===== config.mk =====
export PLATFORM = sky130hd
export DESIGN_NAME = board_io_ctrl
export DESIGN_NICKNAME = d
export VERILOG_FILES = /design/src/rtl/board_io_pkg.sv /design/src/rtl/board_io_ctrl_debounce.sv /design/src/rtl/board_io_ctrl.sv
export SDC_FILE = /design/constraint.sdc
export NUM_CORES = 1
export LEC_CHECK = 0
export ABC_AREA = 1
export CAP_MARGIN = 10
export CELL_PAD_IN_SITES_DETAIL_PLACEMENT = 0
export CELL_PAD_IN_SITES_GLOBAL_PLACEMENT = 1
export CORE_MARGIN = 2
export CORE_UTILIZATION = 35
export CTS_CLUSTER_DIAMETER = 50
export CTS_CLUSTER_SIZE = 40
export DETAILED_ROUTE_END_ITERATION = 12
export MAX_ROUTING_LAYER = met4
export PLACE_DENSITY_LB_ADDON = 0.1
export RECOVER_POWER = 50
export SYNTH_ARGS = -nofsm -noshare
export SYNTH_HDL_FRONTEND = slang
export SYNTH_SLANG_ARGS = --single-unit

===== constraint.sdc =====
create_clock -name clk_i -period 22.2 [get_ports clk_i]
set_input_delay 4.44 -clock clk_i [delete_from_list [all_inputs] [get_ports clk_i]]
set_output_delay 4.44 -clock clk_i [all_outputs]
set_load 0.005 [all_outputs]

===== src/rtl/board_io_pkg.sv =====
// rtl/board_io_pkg.sv - shared types and constants for the board I/O conditioning block
package board_io_pkg;

   localparam int SYNC_STAGES = 2;
   localparam int PWM_W       = 8;

   typedef enum logic [1:0] {
      HOLD  = 2'd0,
      COUNT = 2'd1,
      RUN   = 2'd2
   } rst_state_t;

   // Plain-vector encodings of the reset FSM states for the state register.
   localparam logic [1:0] ST_HOLD  = HOLD;
   localparam logic [1:0] ST_COUNT = COUNT;
   localparam logic [1:0] ST_RUN   = RUN;

endpackage


===== src/rtl/board_io_ctrl_debounce.sv =====
// rtl/board_io_ctrl_debounce.sv - one synchronised, debounced input channel with rise pulse
module debounce_ch
   import board_io_pkg::*;
#(
   parameter int DEBOUNCE_CYCLES = 1000000
)
(
   input  logic clk_i,
   input  logic arst_i,
   input  logic din_i,
   output logic dout_o,
   output logic rise_o
);

   localparam int                CNT_W   = $clog2(DEBOUNCE_CYCLES);
   localparam logic [CNT_W-1:0]  CNT_MAX = CNT_W'(DEBOUNCE_CYCLES - 1);

   logic [SYNC_STAGES-1:0] sync_q;
   logic [CNT_W-1:0]       cnt_q;
   logic                   din_s;

   assign din_s = sync_q[SYNC_STAGES-1];

   // Bring the raw pin into the clock domain.
   always_ff @(posedge clk_i or posedge arst_i) begin
      if (arst_i) begin
         sync_q <= '0;
      end else begin
         sync_q <= {sync_q[SYNC_STAGES-2:0], din_i};
      end
   end

   // Accept a new level only after it has differed from the stable value for DEBOUNCE_CYCLES cycles.
   always_ff @(posedge clk_i or posedge arst_i) begin
      if (arst_i) begin
         cnt_q  <= '0;
         dout_o <= 1'b0;
         rise_o <= 1'b0;
      end else begin
         rise_o <= 1'b0;
         if (din_s == dout_o) begin
            cnt_q <= '0;
         end else if (cnt_q == CNT_MAX) begin
            dout_o <= din_s;
            cnt_q  <= '0;
            rise_o <= din_s;
         end else begin
            cnt_q <= cnt_q + CNT_W'(1);
         end
      end
   end

endmodule


===== src/rtl/board_io_ctrl.sv =====
// rtl/board_io_ctrl.sv - SoC reset sequencing, switch/button debounce and LED drive (PWM via BOARD_IO_LED_PWM_EN)
module board_io_ctrl
   import board_io_pkg::*;
#(
   parameter int NUM_SW          = 16,
   parameter int NUM_BTN         = 5,
   parameter int NUM_LED         = 16,
   parameter int DEBOUNCE_CYCLES = 1000000,
   parameter int RST_HOLD_CYCLES = 256
)
(
   input  logic               clk_i,
   input  logic               arst_i,
   input  logic               pll_locked_i,
   input  logic               rst_btn_n_i,
   input  logic [NUM_SW-1:0]  sw_i,
   input  logic [NUM_BTN-1:0] btn_i,
   input  logic [NUM_LED-1:0] led_i,
   input  logic [7:0]         led_dim_i,
   output logic               soc_arst_o,
   output logic [NUM_SW-1:0]  sw_o,
   output logic [NUM_BTN-1:0] btn_o,
   output logic [NUM_BTN-1:0] btn_rise_o,
   output logic [NUM_LED-1:0] led_o
);

   localparam int                HOLD_W   = (RST_HOLD_CYCLES > 1) ? $clog2(RST_HOLD_CYCLES) : 1;
   localparam logic [HOLD_W-1:0] HOLD_MAX = HOLD_W'(RST_HOLD_CYCLES - 1);

   logic [SYNC_STAGES-1:0] lock_sync_q;
   logic [SYNC_STAGES-1:0] rbtn_sync_q;
   logic                   src_ok;
   logic [1:0]             state_q, state_d;
   logic [HOLD_W-1:0]      hold_cnt_q, hold_cnt_d;
   logic [NUM_SW-1:0]      sw_rise_unused;

   assign src_ok = lock_sync_q[SYNC_STAGES-1] & rbtn_sync_q[SYNC_STAGES-1];

   // Synchronise the reset sources; both read as "not ready" while this block is in reset.
   always_ff @(posedge clk_i or posedge arst_i) begin
      if (arst_i) begin
         lock_sync_q <= '0;
         rbtn_sync_q <= '0;
      end else begin
         lock_sync_q <= {lock_sync_q[SYNC_STAGES-2:0], pll_locked_i};
         rbtn_sync_q <= {rbtn_sync_q[SYNC_STAGES-2:0], rst_btn_n_i};
      end
   end

   // Next-state logic: loss of a reset source always wins over hold-count completion.
   always_comb begin
      state_d    = state_q;
      hold_cnt_d = hold_cnt_q;
      case (state_q)
         ST_HOLD: begin
            hold_cnt_d = '0;
            if (src_ok) begin
               state_d = ST_COUNT;
            end
         end
         ST_COUNT: begin
            if (!src_ok) begin
               state_d    = ST_HOLD;
               hold_cnt_d = '0;
            end else if (hold_cnt_q == HOLD_MAX) begin
               state_d    = ST_RUN;
               hold_cnt_d = '0;
            end else begin
               hold_cnt_d = hold_cnt_q + HOLD_W'(1);
            end
         end
         ST_RUN: begin
            if (!src_ok) begin
               state_d = ST_HOLD;
            end
         end
         default: begin
            state_d    = ST_HOLD;
            hold_cnt_d = '0;
         end
      endcase
   end

   // State register; the SoC reset is registered from the next state so it moves with the FSM.
   always_ff @(posedge clk_i or posedge arst_i) begin
      if (arst_i) begin
         state_q    <= ST_HOLD;
         hold_cnt_q <= '0;
         soc_arst_o <= 1'b1;
      end else begin
         state_q    <= state_d;
         hold_cnt_q <= hold_cnt_d;
         soc_arst_o <= (state_d != ST_RUN);
      end
   end

   genvar gi;
   generate
      for (gi = 0; gi < NUM_SW; gi++) begin : g_sw
         debounce_ch #(.DEBOUNCE_CYCLES(DEBOUNCE_CYCLES)) u_sw (
            .clk_i  (clk_i),
            .arst_i (arst_i),
            .din_i  (sw_i[gi]),
            .dout_o (sw_o[gi]),
            .rise_o (sw_rise_unused[gi])
         );
      end
      for (gi = 0; gi < NUM_BTN; gi++) begin : g_btn
         debounce_ch #(.DEBOUNCE_CYCLES(DEBOUNCE_CYCLES)) u_btn (
            .clk_i  (clk_i),
            .arst_i (arst_i),
            .din_i  (btn_i[gi]),
            .dout_o (btn_o[gi]),
            .rise_o (btn_rise_o[gi])
         );
      end
   endgenerate

`ifdef BOARD_IO_LED_PWM_EN
   logic [PWM_W-1:0] pwm_cnt_q;
   logic             pwm_on;

   // Full scale is forced on so 8'hFF never shows the one-cycle dark slot of the compare.
   assign pwm_on = (led_dim_i == 8'hFF) || (pwm_cnt_q < led_dim_i);

   // Free-running 256-cycle PWM period gating the registered LED request.
   always_ff @(posedge clk_i or posedge arst_i) begin
      if (arst_i) begin
         pwm_cnt_q <= '0;
         led_o     <= '0;
      end else begin
         pwm_cnt_q <= pwm_cnt_q + PWM_W'(1);
         led_o     <= led_i & {NUM_LED{pwm_on}};
      end
   end
`else
   logic led_dim_unused;

   assign led_dim_unused = ^led_dim_i;

   // LEDs follow the GPIO request one cycle later.
   always_ff @(posedge clk_i or posedge arst_i) begin
      if (arst_i) begin
         led_o <= '0;
      end else begin
         led_o <= led_i;
      end
   end
`endif

endmodule


==> results.py, run 1 <==
metrics = {
    "sta": {
        "final_critical_path_setup_slack_ps": 12380,
        "finalHoldViolCount": 0,
        "finalClockSkew_ps": 24.45,
        "final_worst_path_cycle_share": 0.4422,
        "slew_violations": 133,
        "post_layout_minimum_cycle_time_ps": 9816,
        "finalSetupViolations": 0,
        "fmax_mhz": 101.9,
        "setup_tns_ps": 0,
        "worstMarginPinSlew_ps": 6064,
        "timing.slew.headroom": -3.065,
        "rsz0062_at_grt": "no",
    },
    "global_route": {
        "global_route.overflow_total": 0,
        "number_of_antenna_violations_at_the_first_check_in_global_routing": 0,
        "maximum_number_of_pins_on_one_net_before_global_route_repair": 178,
        "first_global_vias": 20684,
        "grt_first_pass_wirelength_um": 97790,
        "track_usage": 0.1516,
    },
    "clocking": {
        "cts-htree-levels": 3,
        "clock_buffer_count_from_cts": 79,
        "cts.sinks": 519,
        "clock_insertion_delay_worst_skew_ps": 620,
        "clock_path_buffers": 3,
        "post_cts_resize_count": 0,
        "cts_root_buf": "clkbuf_16",
        "post_cts_hold_buffer_count": 0,
        "clock_pin_slew_worst_setup_and_hold_paths_ps": 60,
        "tritoncts": "done",
        "post-cts-setup-buffers": 0,
    },
    "synthesis": {
        "synth-warning-count": 0,
        "synthXorXnorAreaFrac": 0.07498,
        "netlist_area_mm2": 0.02663,
        "synth_compound_gate_area_share": 0.01856,
        "net_count_after_synthesis": 3433,
        "synth_area_leader_cell": "dfrtp_1",
        "simple_gate_fraction_of_synth_area": 0.3490,
        "synth.most_common_cell": "nor2_1",
        "post_synth_mux_area_share": 0,
        "synthDistinctLibCells": 34,
        "post_synth.cell_area_avg_um2": 7.922,
        "syn-instance-count": 3362,
        "synth_top_flop_cell": "dfrtp_1",
        "yosys.area.top_type_share": 0.4867,
        "ys_top_cells_by_count": "nor2_1, nand2_1, dfrtp_1",
        "post_synth_fa_ha_maj_area_fraction": 0.01034,
        "dominant_cells_by_area_after_synthesis": "dfrtp_1, nor2_1, nand2_1",
        "register_bit_total_from_synthesis": 519,
        "seq_area_frac_synth": 0.4877,
        "main_combinational_cell_family_by_area_after_synthesis": "simple AND/OR/NAND/NOR gates",
        "synth-edff-count": 0,
        "synth_async_sr_flop_share": 1.000,
    },
    "cells_and_area": {
        "final_layout_size_suffix_gt1_frac": 0.05493,
        "num_antenna_cells": 0,
        "finish.instance_area_mm2": 0.03071,
        "total_area_of_multi_input_combinational_cells_mm2": 0.01154,
        "ff_latch_area_mm2": 0.01299,
        "design.final.nets": 3575,
        "fillers": 7743,
        "area_growth_syn_to_layout_pct": 15.32,
    },
    "drt": {
        "antenna_left": 0,
        "routedWlPerCell_um": 12.20,
        "postRouteWirelength_um": 55460,
        "drtPass1Iterations": 7,
        "num_vias": 20490,
        "number_of_drc_violations_after_detailed_routing": 0,
        "drt-vias-per-instance": 4.507,
        "drt-initial-drc-count": 953,
    },
    "worst_setup_path": {
        "cp-startpoint": "arst_i",
        "setup.worst_path.end_class": "async pin",
        "worst-endpoint-required_ps": 22790,
        "timing.critical_path.slowest_cell_delay_ps": 3330,
        "worstPathMaxFanout": 132,
        "critical_path.top_delay_family": "buffers and inverters",
        "timing.critical_path.buf_inv": 4,
        "critical_path.most_common_cell": "buf_4",
        "reg2reg_from": "g_btn[2].u_btn.cnt_q[0]",
        "timing.critical_path.from_type": "primary input",
        "critical_path.slowest_cell": "clkinvlp_2",
        "critical_path.cell_chain": "dlygate4sd3_1 > clkinvlp_2 > buf_4 > buf_4",
        "cp_data_arrival_time_ps": 10410,
        "worst-setup-path-type": "in -> async",
    },
    "power": {
        "power-per-cell-area_mw_per_mm2": 75.16,
        "ir_worst_vdd_mv": 0.05743,
        "total_leakage_power_uw": 0.01334,
        "p_total_uw": 2308,
    },
    "floorplanning": {
        "core-area_mm2": 0.07570,
        "start_util": 0.3518,
        "floorplan.die.width_um": 279.9,
        "design.die.area_mm2": 0.07832,
        "dieHeight_um": 279.9,
        "placement_row_count": 101,
        "io_pins": 92,
    },
    "place": {
        "gp_routability_congestion": 0.8132,
        "placedInstanceArea_mm2": 0.02854,
        "dp.final_hpwl_um": 38650,
        "dp_worst_setup_slack_ps": 14460,
        "io_buffer_count": 83,
    },
    "run": {
        "max_cap_violations": 1,
    },
    "outcome": {
        "status": "finished with violations",
        "violated_checks": "capacitance limit, slew limit",
    },
    "worst_hold_path": {
        "worstHoldStart": "g_sw[8].u_sw.sync_q[0]",
        "hold_path.class": "reg -> reg",
    },
}
==> report_power, final <==
part           internal (µW)  switching (µW)
Sequential               962            10.9
Combinational           18.8            45.2
Clock                    781             491
Total                   1760             547
==> placed cells by master (no fill, tap or decap), types with 4 or more instances in the layout <==
cell	n
a21oi_1	51
bufinv_16	9
clkbuf_1	10
clkbuf_16	79
clkdlybuf4s50_1	43
clkinv_4	10
clkinvlp_4	12
dfrtp_1	518
dlygate4sd3_1	40
ha_1	22
inv_1	367
inv_6	12
inv_8	8
nand2_1	751
nand2_2	14
nand3_1	202
nand3_2	23
nand3b_1	7
nand4_1	49
nor2_1	925
nor2_2	10
nor2_4	4
nor3_1	88
nor3b_1	26
o21ai_0	30
xnor2_1	42
xor2_1	186
==> worst paths after layout <==
kind                                            end  slack (ps)  depth (start not counted)
max                           g_sw[2].u_sw.cnt_q[1]       12380                          4
min                          g_sw[8].u_sw.sync_q[1]         340                          0
max reg2reg                g_btn[2].u_btn.cnt_q[16]       19870                          8
min reg2reg                  g_sw[8].u_sw.sync_q[1]         340                          0
max in group clk_i                       soc_arst_o       16160                          1
min in group asynchronous    g_sw[5].u_sw.sync_q[0]        6170                          2
==> per-layer routing <==
layer | up-vias | GRT usage | routed length (µm)
met2 | 212 | 0.2459 | 25450
met5 | - | - | 0
met3 | 97 | 0.02569 | 1674
li1 | 10727 | - | -
met1 | 9454 | 0.1926 | 26830
met4 | 0 | 0.04977 | 1503
==> registers in the layout, indices dropped and copies added, names as in the netlist <==
register and count:
g_btn.u_btn.rise_o 5, g_sw.u_sw.dout_o 16, g_btn.u_btn.dout_o 5, lock_sync_q 2
rbtn_sync_q 2, g_btn.u_btn.sync_q 10, led_o 16, soc_arst_o 1
g_sw.u_sw.sync_q 32, hold_cnt_q 8, g_sw.u_sw.cnt_q 320, state_q 2
g_btn.u_btn.cnt_q 100
==> layout make-up <==
type	count	share of cell area
clock inverters	55	0.02196
inverters	369	0.04518
repair buffers	87	0.02844
flip-flops and latches	519	0.4229
multi-input cells	2448	0.3756
clock buffers	90	0.06604
well taps	978	0.03984
==> kinds of logic (layout without fill, tap and decap cells) <==
family	after synthesis	after routing
buf+inv	395	601
fa+ha+maj	22	22
simple gates	2105	2105
flops	519	519
xor+xnor	228	228
compound gates	93	93
==> per-stage QoR <==
step | std cells | hold slack, ps | util
2_1_floorplan | 3362 | 331.2 | -
3_3_place_gp | 4401 | 333.3 | 0.3771
3_5_place_dp | 4401 | 334.7 | 0.3771
4_1_cts | 4546 | 343.4 | 0.4128
5_1_grt | 4546 | 352.3 | 0.4057
6_report | 4546 | 343.3 | 0.4057
Power figures use the tool's default switching activity.
==> run 2, diff against run 1 <==
clock period = 7.9 ns   (was 22.2 ns; I/O delays follow)
==> results.py, run 2 (same netlist as run 1, synthesis figures left out) <==
metrics = {
    "drt": {
        "postRouteWirelength_um": 55900,
        "number_of_drc_violations_after_detailed_routing": 0,
        "routed.top_layer": "met4",
        "wl_met1_um": 27190,
        "drtPass1Iterations": 5,
        "met3RoutedLength_um": 1981,
        "met2RoutedLength_um": 25430,
        "drt-initial-drc-count": 989,
        "antenna_left": 0,
        "num_vias": 20622,
        "routedWlPerCell_um": 12.27,
        "drt-vias-per-instance": 4.526,
    },
    "global_route": {
        "number_of_antenna_violations_at_the_first_check_in_global_routing": 2,
        "first_global_vias": 20930,
        "maximum_number_of_pins_on_one_net_before_global_route_repair": 157,
        "track_usage": 0.1531,
        "global_route.overflow_total": 0,
        "grt_first_pass_wirelength_um": 98940,
    },
    "floorplanning": {
        "io_pins": 92,
        "core-area_mm2": 0.07570,
        "design.die.area_mm2": 0.07832,
        "floorplan.die.width_um": 279.9,
        "start_util": 0.3518,
        "placement_row_count": 101,
        "dieHeight_um": 279.9,
    },
    "clocking": {
        "clock_path_buffers": 3,
        "cts.sinks": 519,
        "cts_root_buf": "clkbuf_16",
        "post-cts-setup-buffers": 0,
        "post_cts_resize_count": 0,
        "clock_pin_slew_worst_setup_and_hold_paths_ps": 50,
        "cts-htree-levels": 3,
        "clock_buffer_count_from_cts": 81,
        "post_cts_hold_buffer_count": 0,
        "clock_insertion_delay_worst_skew_ps": 620,
        "tritoncts": "done",
    },
    "worst_setup_path": {
        "timing.critical_path.from_type": "primary input",
        "timing.critical_path.slowest_cell_delay_ps": 740,
        "worstPathMaxFanout": 149,
        "timing.critical_path.buf_inv": 4,
        "critical_path.cell_chain": "dlygate4sd3_1 > clkinvlp_2 > clkbuf_1 > buf_12",
        "worst-setup-path-type": "in -> async",
        "critical_path.top_delay_family": "buffers and inverters",
        "worst-endpoint-required_ps": 8510,
        "critical_path.slowest_cell": "clkbuf_1",
        "cp_data_arrival_time_ps": 4000,
        "setup.worst_path.end_class": "async pin",
    },
    "sta": {
        "finalSetupViolations": 0,
        "finalHoldViolCount": 0,
        "timing.slew.headroom": 0.3343,
        "final_critical_path_setup_slack_ps": 4511,
        "post_route_hold_slack_ps": 343.5,
        "post_layout_minimum_cycle_time_ps": 3389,
        "final_worst_path_cycle_share": 0.4290,
        "fmax_mhz": 295.1,
        "finalClockSkew_ps": 18.94,
        "slew_violations": 0,
        "rsz0062_at_grt": "no",
        "worstMarginPinSlew_ps": 998.6,
    },
    "outcome": {
        "status": "completed",
    },
    "power": {
        "p_int_uw": 4943,
        "power.switching_uw": 1519,
        "power-per-cell-area_mw_per_mm2": 210.0,
        "ir_worst_vdd_mv": 0.1267,
        "total_leakage_power_uw": 0.01338,
        "seq_power_share": 0.423,
        "combPwrFrac": 0.028,
        "power.clock.fraction": 0.549,
        "power.switching_fraction": 0.2351,
    },
    "cells_and_area": {
        "finalNonFillerCells": 4556,
        "mostFrequentLayoutCell": "nor2_1",
        "final_layout_size_suffix_gt1_frac": 0.05621,
        "design.final.nets": 3580,
        "area_growth_syn_to_layout_pct": 15.51,
        "most_frequent_cells_in_the_layout": "nor2_1, nand2_1, dfrtp_1, inv_1, nand3_1",
        "fillers": 7749,
        "max_flop_register": "g_sw.u_sw.cnt_q",
        "largest_register_ff_count": 320,
        "reg.largest.list": "g_sw.u_sw.cnt_q (320), g_btn.u_btn.cnt_q (100), g_sw.u_sw.sync_q (32)",
    },
    "place": {
        "placedCellCount": 4404,
        "dp_worst_setup_slack_ps": 4188,
        "gp_routability_congestion": 0.8214,
        "dp.final_hpwl_um": 39190,
        "io_buffer_count": 83,
    },
    "worst_hold_path": {
        "hold_path.class": "reg -> reg",
    },
    "run": {
        "max_cap_violations": 0,
    },
}
[run 2: changes by cell type in the layout (fill, tap and decap cells not counted), sizes merged]
cell    previous run  this run
clkbuf            90       100
clkinv            14        22
inv              387       379
bufinv             9         5
buf                4         6
diode              0         2
[run 2: power by group through the flow]
stage,clock network [µW],logic [µW],registers [µW]
finish,3550,181,2730
global route,3800,218,2740
CTS,3690,205,2730
detailed placement,0,204,2780
global placement,0,200,2780
floorplan,0,124,2780
[run 2: cell type report]
| cell class | count | area [µm²] | share of cell area |
|---|---|---|---|
| Sequential cell | 519 | 12990 | 0.4222 |
| Clock buffer | 99 | 2207 | 0.07174 |
| Timing Repair Buffer | 90 | 904.6 | 0.02940 |
| Inverter | 369 | 1388 | 0.04510 |
| Clock inverter | 51 | 525.5 | 0.01708 |
| Antenna cell | 2 | 5.005 | 0.0001627 |
| Multi-Input combinational cell | 2448 | 11520 | 0.3745 |
| Tap cell | 978 | 1224 | 0.03978 |
[run 2: per-layer routing]
layer / track usage / up-vias
met5: - / -
met4: 0.04799 / 0
met3: 0.02602 / 95
met2: 0.2443 / 239
met1: 0.1988 / 9541
li1: - / 10747
[run 2: worst register-to-register path, cell delays in order (launching register included)]
cell and delay, ps:
dfrtp_1 380, ha_1 220, nand2_1 100, nor3_1 570, nand3_2 160, nand2_1 340, clkinvlp_2 340, nand2_1 140
nor2_1 50
[run 2: worst paths after layout]
| path | from | endpoint | slack, ps | cells past startpoint |
|---|---|---|---|---|
| worst max-delay path | arst_i | g_sw[14].u_sw.sync_q[1] | 4510 | 4 |
| worst min-delay path | g_sw[8].u_sw.sync_q[0] | g_sw[8].u_sw.sync_q[1] | 340 | 0 |
| worst max register to register | g_btn[2].u_btn.cnt_q[0] | g_btn[2].u_btn.cnt_q[17] | 5480 | 8 |
| worst min register to register | g_sw[8].u_sw.sync_q[0] | g_sw[8].u_sw.sync_q[1] | 340 | 0 |
| max in group clk_i | soc_arst_o | soc_arst_o | 4720 | 1 |
| min in group asynchronous | arst_i | led_o[7] | 1430 | 2 |
[run 2: stage by stage]
step / total power [µW] / util / cell area, µm² / setup TNS (ps)
global route: 6754 / 0.4064 / 30760 / 0
global placement: 2979 / 0.3775 / 28570 / 0
CTS: 6626 / 0.4136 / 31310 / 0
floorplan: 2901 / - / 26640 / -377840
finish: 6462 / 0.4064 / 30760 / 0
detailed placement: 2984 / 0.3775 / 28570 / 0
==> run 3, diff against run 2 <==
clock period = 2.9 ns   (was 7.9 ns; I/O delays follow)
==> results.py, run 3 (same netlist as run 1, synthesis figures left out) <==
metrics = {
    "sta": {
        "finalSetupViolations": 0,
        "post_route_hold_slack_ps": 341.4,
        "worstMarginPinSlew_ps": 1399,
        "timing.slew.headroom": 0.06746,
        "finalHoldViolCount": 0,
        "rsz0062_at_grt": "no",
        "fmax_mhz": 456.5,
        "finalClockSkew_ps": 14.98,
        "post_layout_minimum_cycle_time_ps": 2190,
        "slew_violations": 0,
        "final_worst_path_cycle_share": 0.7553,
    },
    "drt": {
        "number_of_drc_violations_after_detailed_routing": 0,
        "drt-vias-per-instance": 4.532,
        "antenna_left": 0,
        "routedWlPerCell_um": 12.32,
        "drtPass1Iterations": 5,
        "drt-initial-drc-count": 883,
        "num_vias": 20725,
        "postRouteWirelength_um": 56330,
    },
    "global_route": {
        "first_global_vias": 21302,
        "number_of_antenna_violations_at_the_first_check_in_global_routing": 0,
        "track_usage": 0.1555,
        "global_route.overflow_total": 0,
        "grt_first_pass_wirelength_um": 100300,
        "maximum_number_of_pins_on_one_net_before_global_route_repair": 94,
    },
    "clocking": {
        "post_cts_hold_buffer_count": 0,
        "post-cts-setup-buffers": 0,
        "clock_pin_slew_worst_setup_and_hold_paths_ps": 50,
        "cts.sinks": 519,
        "clock_insertion_delay_worst_skew_ps": 610,
        "tritoncts": "done",
        "clock_path_buffers": 3,
        "post_cts_resize_count": 0,
        "cts_root_buf": "clkbuf_16",
        "cts-htree-levels": 3,
        "clock_buffer_count_from_cts": 88,
    },
    "worst_setup_path": {
        "critical_path.slowest_cell": "dfstp_2",
        "critical_path.top_delay_family": "flip-flops",
        "timing.critical_path.slowest_cell_delay_ps": 510,
        "setup.worst_path.end_class": "primary output",
        "worstPathMaxFanout": 1,
        "worst-setup-path-type": "reg -> out",
        "timing.critical_path.buf_inv": 1,
        "cp_data_arrival_time_ps": 1610,
        "critical_path.cell_chain": "clkdlybuf4s50_1",
        "timing.critical_path.from_type": "flip-flop",
        "worst-endpoint-required_ps": 2320,
    },
    "cells_and_area": {
        "largest_register_ff_count": 320,
        "final_layout_size_suffix_gt1_frac": 0.1007,
        "reg.largest.list": "g_sw.u_sw.cnt_q (320), g_btn.u_btn.cnt_q (100), g_sw.u_sw.sync_q (32)",
        "max_flop_register": "g_sw.u_sw.cnt_q",
        "layout.core_utilization": 0.4193,
        "most_frequent_cells_in_the_layout": "nor2_1, nand2_1, dfrtp_1, inv_1, nand3_1",
        "mostFrequentLayoutCell": "nor2_1",
        "design.final.nets": 3592,
        "fillers": 7639,
        "area_growth_syn_to_layout_pct": 19.18,
    },
    "worst_hold_path": {
        "hold_path.class": "reg -> reg",
    },
    "floorplanning": {
        "io_pins": 92,
        "design.die.area_mm2": 0.07832,
        "dieHeight_um": 279.9,
        "start_util": 0.3518,
        "floorplan.die.width_um": 279.9,
        "placement_row_count": 101,
        "core-area_mm2": 0.07570,
    },
    "place": {
        "io_buffer_count": 83,
        "dp.final_hpwl_um": 40150,
        "gp_routability_congestion": 0.8108,
    },
    "power": {
        "total_leakage_power_uw": 0.01365,
        "power-per-cell-area_mw_per_mm2": 593.3,
        "ir_worst_vdd_mv": 0.4330,
    },
    "outcome": {
        "status": "completed",
    },
    "run": {
        "max_cap_violations": 0,
    },
}
[run 3: cell count changes in the layout (fill, tap and decap cells not counted), sizes merged]
| cell | change |
|---|---|
| buf | +1 |
| inv | +6 |
| bufinv | +6 |
| clkinv | -3 |
| clkinvlp | -1 |
| diode | -1 |
| clkbuf | +9 |
[run 3: final timing paths]
kind                       cells past startpoint                      to             startpoint  slack, ps
setup reg to reg                               8  g_sw[1].u_sw.cnt_q[16]  g_sw[1].u_sw.cnt_q[0]       1190
hold / removal                                 0          rbtn_sync_q[1]         rbtn_sync_q[0]        340
setup / recovery                               1              soc_arst_o             soc_arst_o        710
min in group asynchronous                      2               led_o[11]                 arst_i        450
hold reg to reg                                0          rbtn_sync_q[1]         rbtn_sync_q[0]        340
max in group asynchronous                      3   g_sw[5].u_sw.cnt_q[4]                 arst_i        730
[run 3: final cells by class]
| class | count | area (µm²) | share of cell area |
|---|---|---|---|
| multi-input cells | 2448 | 12050 | 0.3795 |
| inverters | 369 | 1389 | 0.04375 |
| repair buffers | 95 | 970.9 | 0.03059 |
| clock inverters | 59 | 737.0 | 0.02322 |
| flip-flops and latches | 519 | 12990 | 0.4092 |
| well taps | 978 | 1224 | 0.03855 |
| clock buffers | 104 | 2384 | 0.07509 |
| diodes | 1 | 2.502 | 0.00007884 |
[run 3: metrics by stage]
| step | std cells | worst slack, ps | power [µW] | TNS [ps] | cell area, µm² |
|---|---|---|---|---|---|
| floorplan | 3362 | -4729 | 7904 | -2452600 | 26640 |
| global placement | 4409 | 967.0 | 8134 | 0 | 28690 |
| detailed placement | 4409 | 936.1 | 8150 | 0 | 28690 |
| CTS | 4572 | 646.2 | 19280 | 0 | 31810 |
| finish | 4573 | 709.6 | 18830 | 0 | 31740 |
| global route | 4572 | 424.9 | 19670 | 0 | 31740 |
[run 3: power breakdown]
group | switching, µW | leakage [µW] | total [µW] | internal, µW
clock network | 3900 | 0.00150 | 10900 | 6950
registers | 85.8 | 0.00705 | 7450 | 7370
logic | 363 | 0.00510 | 526 | 163
total | 4350 | 0.0136 | 18800 | 14500
[run 3: per-layer routing]
layer	track usage	share of wire	wire length [µm]
met5	-	0	0
met1	0.2032	0.49	27570
met3	0.02744	0.032	1781
met4	0.05060	0.025	1398
met2	0.2451	0.45	25590
